$ cat src/rtl/whack_game_ctrl.sv
// Whack-a-mole game sequencer: picks mole slots from an LFSR, times each mole,
// judges button presses, keeps a saturating two-digit BCD score and a miss
// count, and signals the end of the game. Every output is a register.
module whack_game_ctrl #(
    parameter int unsigned MOLE_TIMEOUT    = 100000000,
    parameter int unsigned FEEDBACK_CYCLES = 50000000,
    parameter int unsigned MAX_MISSES      = 3,
    parameter logic [15:0] LFSR_SEED       = 16'hACE1
) (
    input  logic       clk,
    input  logic       rst,
    input  logic       start,
    input  logic [4:0] btn,
    output logic [2:0] mole_position,
    output logic       guess_correct,
    output logic       guess_wrong,
    output logic       game_over,
    output logic [3:0] digit_1,
    output logic [3:0] digit_2,
    output logic [2:0] misses
);

    // A zero seed would lock the LFSR, so it is swapped for a known-good value.
    localparam logic [15:0] SEED_EFF     = (LFSR_SEED == 16'h0000) ? 16'hACE1 : LFSR_SEED;
    localparam logic [31:0] TIMEOUT_LAST = 32'(MOLE_TIMEOUT - 32'd1);
    localparam logic [31:0] FB_LAST      = 32'(FEEDBACK_CYCLES - 32'd1);
    localparam logic [2:0]  MISS_LIMIT   = 3'(MAX_MISSES);

    typedef enum logic [2:0] {
        ST_IDLE     = 3'd0,
        ST_SPAWN    = 3'd1,
        ST_WAIT     = 3'd2,
        ST_FEEDBACK = 3'd3,
        ST_OVER     = 3'd4
    } state_t;

    // Increment a two-digit BCD score, holding at 99.
    function automatic logic [7:0] bcd_inc_sat(input logic [3:0] tens, input logic [3:0] ones);
        logic [7:0] res;
        if ((tens == 4'd9) && (ones == 4'd9)) begin
            res = {tens, ones};
        end else if (ones == 4'd9) begin
            res = {tens + 4'd1, 4'd0};
        end else begin
            res = {tens, ones + 4'd1};
        end
        return res;
    endfunction

    // Fold the low LFSR bits onto 0..4 and step past the current slot so a
    // mole never reappears in the same place twice in a row.
    function automatic logic [2:0] pick_slot(input logic [2:0] rnd, input logic [2:0] cur);
        logic [2:0] p;
        if (rnd >= 3'd5) begin
            p = rnd - 3'd5;
        end else begin
            p = rnd;
        end
        if (p == cur) begin
            p = (p == 3'd4) ? 3'd0 : (p + 3'd1);
        end else begin
            p = p;
        end
        return p;
    endfunction

    state_t      state_r, state_s;
    logic [15:0] lfsr_r;
    logic        lfsr_fb_s;
    logic [31:0] timer_r, timer_s;
    logic [2:0]  pos_r, pos_s;
    logic [2:0]  slot_s;
    logic [4:0]  target_s;
    logic        gc_r, gc_s, gw_r, gw_s, go_r, go_s;
    logic [3:0]  tens_r, tens_s, ones_r, ones_s;
    logic [2:0]  misses_r, misses_s, miss_inc_s;
    logic [7:0]  score_inc_s;

    assign lfsr_fb_s   = lfsr_r[15] ^ lfsr_r[13] ^ lfsr_r[12] ^ lfsr_r[10];
    assign slot_s      = pick_slot(lfsr_r[2:0], pos_r);
    assign target_s    = 5'b00001 << pos_r;
    assign miss_inc_s  = misses_r + 3'd1;
    assign score_inc_s = bcd_inc_sat(tens_r, ones_r);

    // Next-state and next-output logic for the game sequencer.
    always_comb begin
        state_s  = state_r;
        timer_s  = timer_r;
        pos_s    = pos_r;
        tens_s   = tens_r;
        ones_s   = ones_r;
        misses_s = misses_r;
        gc_s     = 1'b0;
        gw_s     = 1'b0;
        go_s     = 1'b0;
        case (state_r)
            ST_IDLE, ST_OVER: begin
                if (start) begin
                    tens_s   = 4'd0;
                    ones_s   = 4'd0;
                    misses_s = 3'd0;
                    state_s  = ST_SPAWN;
                end else begin
                    state_s  = state_r;
                end
            end
            ST_SPAWN: begin
                pos_s   = slot_s;
                timer_s = 32'd0;
                state_s = ST_WAIT;
            end
            ST_WAIT: begin
                if (btn == target_s) begin
                    gc_s    = 1'b1;
                    tens_s  = score_inc_s[7:4];
                    ones_s  = score_inc_s[3:0];
                    timer_s = 32'd0;
                    state_s = ST_FEEDBACK;
                end else if ((btn != 5'd0) || (timer_r == TIMEOUT_LAST)) begin
                    gw_s     = 1'b1;
                    misses_s = miss_inc_s;
                    timer_s  = 32'd0;
                    if (miss_inc_s == MISS_LIMIT) begin
                        go_s    = 1'b1;
                        state_s = ST_OVER;
                    end else begin
                        state_s = ST_FEEDBACK;
                    end
                end else begin
                    timer_s = timer_r + 32'd1;
                end
            end
            ST_FEEDBACK: begin
                if (timer_r == FB_LAST) begin
                    timer_s = 32'd0;
                    state_s = ST_SPAWN;
                end else begin
                    timer_s = timer_r + 32'd1;
                end
            end
            default: begin
                state_s = ST_IDLE;
                timer_s = 32'd0;
            end
        endcase
    end

    // State, datapath and output registers with synchronous active-low reset.
    always_ff @(posedge clk) begin
        if (!rst) begin
            state_r  <= ST_IDLE;
            lfsr_r   <= SEED_EFF;
            timer_r  <= 32'd0;
            pos_r    <= 3'd0;
            gc_r     <= 1'b0;
            gw_r     <= 1'b0;
            go_r     <= 1'b0;
            tens_r   <= 4'd0;
            ones_r   <= 4'd0;
            misses_r <= 3'd0;
        end else begin
            state_r  <= state_s;
            lfsr_r   <= {lfsr_r[14:0], lfsr_fb_s};
            timer_r  <= timer_s;
            pos_r    <= pos_s;
            gc_r     <= gc_s;
            gw_r     <= gw_s;
            go_r     <= go_s;
            tens_r   <= tens_s;
            ones_r   <= ones_s;
            misses_r <= misses_s;
        end
    end

    assign mole_position = pos_r;
    assign guess_correct = gc_r;
    assign guess_wrong   = gw_r;
    assign game_over     = go_r;
    assign digit_1       = tens_r;
    assign digit_2       = ones_r;
    assign misses        = misses_r;

endmodule

$ cat config.mk
export PLATFORM = sky130hd
export DESIGN_NAME = whack_game_ctrl
export DESIGN_NICKNAME = d
export VERILOG_FILES = /design/src/rtl/whack_game_ctrl.sv
export SDC_FILE = /design/constraint.sdc
export NUM_CORES = 1
export LEC_CHECK = 0
export ABC_AREA = 1
export CORE_AREA = 2 2 104 106
export DETAILED_ROUTE_END_ITERATION = 7
export DIE_AREA = 0 0 106 108
export GPL_ROUTABILITY_DRIVEN = 0
export HOLD_SLACK_MARGIN = 0.15
export PLACE_DENSITY = 0.63
export SLEW_MARGIN = 20
export SYNTH_ARGS = -nofsm -noshare
export SYNTH_HDL_FRONTEND = slang
export SYNTH_SLANG_ARGS = --single-unit
$ cat constraint.sdc
create_clock -name clk -period 2.5 [get_ports clk]
set_clock_uncertainty 0.1 [all_clocks]
set_input_delay 0.5 -clock clk [delete_from_list [all_inputs] [get_ports clk]]
set_output_delay 0.5 -clock clk [all_outputs]
set_load 0.01 [all_outputs]
Word level (Yosys, flattened, before mapping):

Cells that the tools add are included.

* output and inout bits: 17
* register bits after elaboration: 68
* input bits: 8
* logic and storage cells: 84

* bitwise logic cells: 6
* equal/unequal tests: 20
* shift operators: 1
* reductions and logical operators: 13
* $add $sub $neg: 6
* order comparisons: 1
* multiplexer cells: 27

Operators by type and width (number)
* 2-to-1 mux 32 bit: 3
* one-hot mux 32 bit (3 select lines): 1
* 2-to-1 mux 3 bit: 11
* adder 32 x 1 -> 32 bit (second input constant): 1
* == test 32 x 26 -> 1 bit (second input constant): 1
* == test 32 x 27 -> 1 bit (second input constant): 1
* 2-to-1 mux 8 bit: 2
* one-hot mux 4 bit (2 select lines): 2
* != test 2 bit (second input constant): 7
* 2-to-1 mux 4 bit: 3
* one-hot mux 3 bit (4 select lines): 1
* == test 3 x 2 -> 1 bit (second input constant): 3
* adder 4 x 1 -> 4 bit (second input constant): 2
* == test 4 bit (second input constant): 2
* AND reduction 4 bit: 2
* adder 3 x 1 -> 3 bit (second input constant): 2
* == test 3 bit (second input constant): 2
* one-hot mux 3 bit (2 select lines): 1
* == test 5 bit: 1
* AND reduction 5 bit: 1
* nonzero test 5 bit: 1
* left shift 1 x 3 -> 5 bit (first input constant): 1
* OR reduction 4 bit: 1
* == test 3 x 1 -> 1 bit (second input constant): 1
* 15 further kinds: 21

Logic depth before layout (Yosys ltp):

* word-level depth: 6
* depth in mapped cells: 16
* gate-level depth less buffers: 16

Worst setup path after synthesis:

Ideal clock, no wire load.

* path type: register -> register
* start point: register lfsr_r[1]
* end point: register pos_r[2] (netlist: mole_position[2])
* setup time: 0.070 ns
* clock period less this slack: 1.933 ns
* data arrival time: 1.762 ns
* path slack: 0.567 ns
* path buffers: 0
* data required time: 2.330 ns
* stages on the path, launching flop included: 16
* cell sequence: dfxtp_1 -> inv_1 -> ha_1 -> nor2_1 -> nand2_1 -> nand2_1 -> xor2_1 -> ha_1 -> inv_1 -> nand2_1 -> nand2_1 -> nor2_1 -> nand3_1 -> nand2_1 -> nand2_1 -> a21oi_1

* word-level cells in the longest chain between the ends: 5
* elaborated cells on any way between the ends: 8
* classes of those cells: add/sub (2); order compare (1); eq/ne (2); mux (3)

Ends and longest elaborated chain
* from (decl): line 68 `logic [15:0] lfsr_r;`
* from (signal assigned): line 163 `lfsr_r <= {lfsr_r[14:0], lfsr_fb_s};`
* subtractor 3 bit or greater-or-equal comparator 3 bit (tied branches): line 55, 54
* 2-to-1 mux 3 bit (*): line 54 `if (rnd >= 3'd5) begin`
* adder 3 x 1 -> 3 bit or == test 3 bit (tied branches): line 60 `p = (p == 3'd4) ? 3'd0 : (p + 3'd1);`
* 2-to-1 mux 3 bit: line 60
* 2-to-1 mux 3 bit (*): line 59 `if (p == cur) begin`
* to (signal assigned): line 165 `pos_r <= pos_s;`
* to (decl): line 71 `logic [2:0] pos_r, pos_s;`

Mark *: on every way between the ends. The rest lies on a longest branch, timed or not.
A chain may end at the register's enable or synchronous reset.

Worst setup path after layout:

Same ends and word-level chain as after synthesis.

==> flow_metrics.env <==
export IMPL_cts_hold_buffers=0
export IMPL_power_total_mw=2.82
export IMPL_rsz0062_at_grt="no"
export IMPL_cpMostUsedCell="nand2_1"
export IMPL_io_pins=25
export IMPL_grt_pass1_wl_microns=15100
export IMPL_setup_tns_ns=0
export IMPL_vias_per_cell=4.71
export IMPL_setup_viol=0
export IMPL_finalHoldViolations=0
export IMPL_cp_cell_sequence="inv_1 > ha_1 > nor2_1 > nand2_1 > nand2_1 > xor2_1 > ha_1 > inv_1 > nand2_1 > nand2_1 > nor2_1 > nand3_1 > nand2_1 > nand2_1 > a21oi_1"
export IMPL_drtIter0Drc=191
export IMPL_slew_headroom_pct=60.6
export IMPL_setup_worst_path_end_class="flip-flop"
export IMPL_tightest_slew_ns=0.590
export IMPL_worst_setup_path_type="flip-flop to flip-flop"
export IMPL_cp_data_arrival_time_ns=2.41
export IMPL_cts_root_buf="clkbuf_8"
export IMPL_drtPass1Iterations=4
export IMPL_cts_buffer_depth=2
export IMPL_vias=3727
export IMPL_hpwl_microns=6500
export IMPL_die_y_microns=108
export IMPL_period_minus_slack_ns=2.24
export IMPL_clkTransAtPathRegs_ns=0.08
export IMPL_ys_warn_count=0
export IMPL_fmax_mhz=447
export IMPL_clock_latency_ns=0.34
export IMPL_avgSynthCellArea_sq_um=6.43
export IMPL_numCtsBuffers=9
export IMPL_final_antenna_net_count=0
export IMPL_power_density_nw_per_um2=608
export IMPL_ir_worst_vdd_mv=0.324
export IMPL_cts_tree="yes"
export IMPL_timing_final_crit_share_pct=89.6
export IMPL_start_util_pct=39.5
export IMPL_synthDistinctLibCells=35
export IMPL_post_route_drc_count=0
export IMPL_fin_nets=670
export IMPL_postCtsSetupRepairBufs=0
export IMPL_ys_seq_elements=68
export IMPL_core_area_sq_um=10200
export IMPL_max_stage_delay_ns=0.38
export IMPL_status="finished clean"
export IMPL_grt_start_max_net_pins=37
export IMPL_rows=37
export IMPL_drive_gt1_share_pct=8.54
export IMPL_cp_slowest_cell="dfxtp_1"
export IMPL_avgRoutedWirePerCell_microns=11.2
export IMPL_gr_total_overflow=0
export IMPL_yosysSeqAreaShare_pct=33.7
export IMPL_grt_usage_pct=16.0
export IMPL_netlist_area_sq_um=4040
export IMPL_area_growth_pct=14.6
export IMPL_htreeDepth=3
export IMPL_antenna_found_initial=0
export IMPL_clock_sinks=68
export IMPL_diodes=0
export IMPL_synthesis_nets=647
export IMPL_ctsResizeCount=0
export IMPL_die_x_microns=106
export IMPL_hp_class="flip-flop to flip-flop"
export IMPL_utilization_pct=45.2
export IMPL_syn_inst=628
export IMPL_wl_microns=8890
export IMPL_crit_path_start_kind="flip-flop"
export IMPL_grt_pass1_vias=3400
export IMPL_io_buffers=24
export IMPL_p_leak_nw=2.04
export IMPL_drv_slew=0
export IMPL_drv_cap=0
export IMPL_cp_max_fo=4
export IMPL_crit_required_ns=2.67
export IMPL_fillerInstances=1033
export IMPL_dieArea_sq_um=11400
==> stage by stage <==
step	area (sq um)	setup WS [ns]	hold slack, ns	std cells
after global placement	4410	0.143	0.295	776
after CTS	4630	0.257	0.309	792
after global routing	4630	0.0363	0.311	792
after detailed placement	4410	0.101	0.298	776
final	4630	0.261	0.310	792
after floorplan	4040	0.567	0.290	628
==> logic make-up (layout without fill, tap and decap cells) <==
logic type	Yosys count	after routing	share of synthesized area, %
flip-flops	68	68	33.7
buffers and inverters	106	134	10.3
XOR/XNOR	32	32	6.94
AND/OR/NAND/NOR	356	356	38.4
adder cells (fa/ha/maj)	11	11	3.41
AO/OA/AOI/OAI	55	55	7.22
==> Yosys cell counts, drive strengths merged <==
| library cell | n | area share, % |
|---|---|---|
| a21oi | 24 | 3.1 |
| a31oi | 2 | 0.31 |
| and2 | 2 | 0.31 |
| and3 | 2 | 0.31 |
| buf | 5 | 0.90 |
| clkbuf | 12 | 1.2 |
| dfxtp | 68 | 34 |
| ha | 11 | 3.4 |
| inv | 89 | 8.3 |
| nand2 | 196 | 19 |
| nand3 | 34 | 4.5 |
| nand3b | 1 | 0.28 |
| nand4 | 11 | 1.9 |
| nor2 | 78 | 7.9 |
| nor3 | 18 | 2.5 |
| nor3b | 1 | 0.19 |
| nor4 | 2 | 0.31 |
| o21ai | 28 | 3.7 |
| o21bai | 1 | 0.19 |
| or2 | 11 | 1.7 |
| xnor2 | 4 | 0.87 |
| xor2 | 28 | 6.1 |
==> report_power, final <==
group | switching [mW] | total (mW) | internal [mW]
logic | 0.386 | 0.600 | 0.214
registers | 0.0592 | 1.20 | 1.14
clock network | 0.446 | 1.01 | 0.569
==> cell type report <==
class / instances / area (sq um) / share of cell area (%)
multi-input cells: 454 / 2260 / 48.9
repair buffers: 29 / 278 / 6.00
well taps: 136 / 170 / 3.68
inverters: 89 / 334 / 7.22
clock buffers: 9 / 124 / 2.68
flip-flops and latches: 68 / 1360 / 29.4
clock inverters: 7 / 98.8 / 2.14
==> path summary, 6_finish.rpt <==
kind / from / endpoint / slack, ns / depth (start not counted)
worst max-delay path: lfsr_r[1] / mole_position[2] / 0.26 / 15
worst min-delay path: lfsr_r[4] / lfsr_r[5] / 0.31 / 1
worst max register to register: lfsr_r[1] / mole_position[2] / 0.26 / 15
worst min register to register: lfsr_r[4] / lfsr_r[5] / 0.31 / 1
==> registers in the layout, summed over array words and instances (netlist names) <==
register and flops:
digit_1 4, digit_2 4, game_over 1, guess_correct 1, guess_wrong 1, lfsr_r 16
misses 3, mole_position 3, state_r 3, timer_r 32
==> layout by cell type (no fill, tap or decap), types with 4 or more instances in the layout <==
master             n
a21oi_1           23
buf_4              5
clkbuf_8           9
clkdlybuf4s50_1   24
dfxtp_1           68
ha_1              11
inv_1             86
nand2_1          191
nand2_2            5
nand3_1           32
nand4_1           10
nor2_1            70
nor2_2             6
nor3_1            17
o21ai_0           15
o21ai_1           11
or2_2             11
xnor2_1            4
xor2_1            28
==> worst max-delay path: cells and delay by family, from the launching register on <==
kind / cells / cell delay [ns]
AO/OA/AOI/OAI: 1 / 0.13
adder cells (fa/ha/maj): 2 / 0.40
buffers and inverters: 2 / 0.13
XOR/XNOR: 1 / 0.28
flip-flops: 1 / 0.38
AND/OR/NAND/NOR: 9 / 0.75
==> metal layers <==
metal	GRT usage, %	vias to the layer above	part of all wire (%)
met1	20.9	1676	49
li1	-	1990	-
met2	27.5	50	47
met3	2.77	11	2.8
met5	0	-	0
met4	4.51	0	1.5
Power figures use the tool's default switching activity.
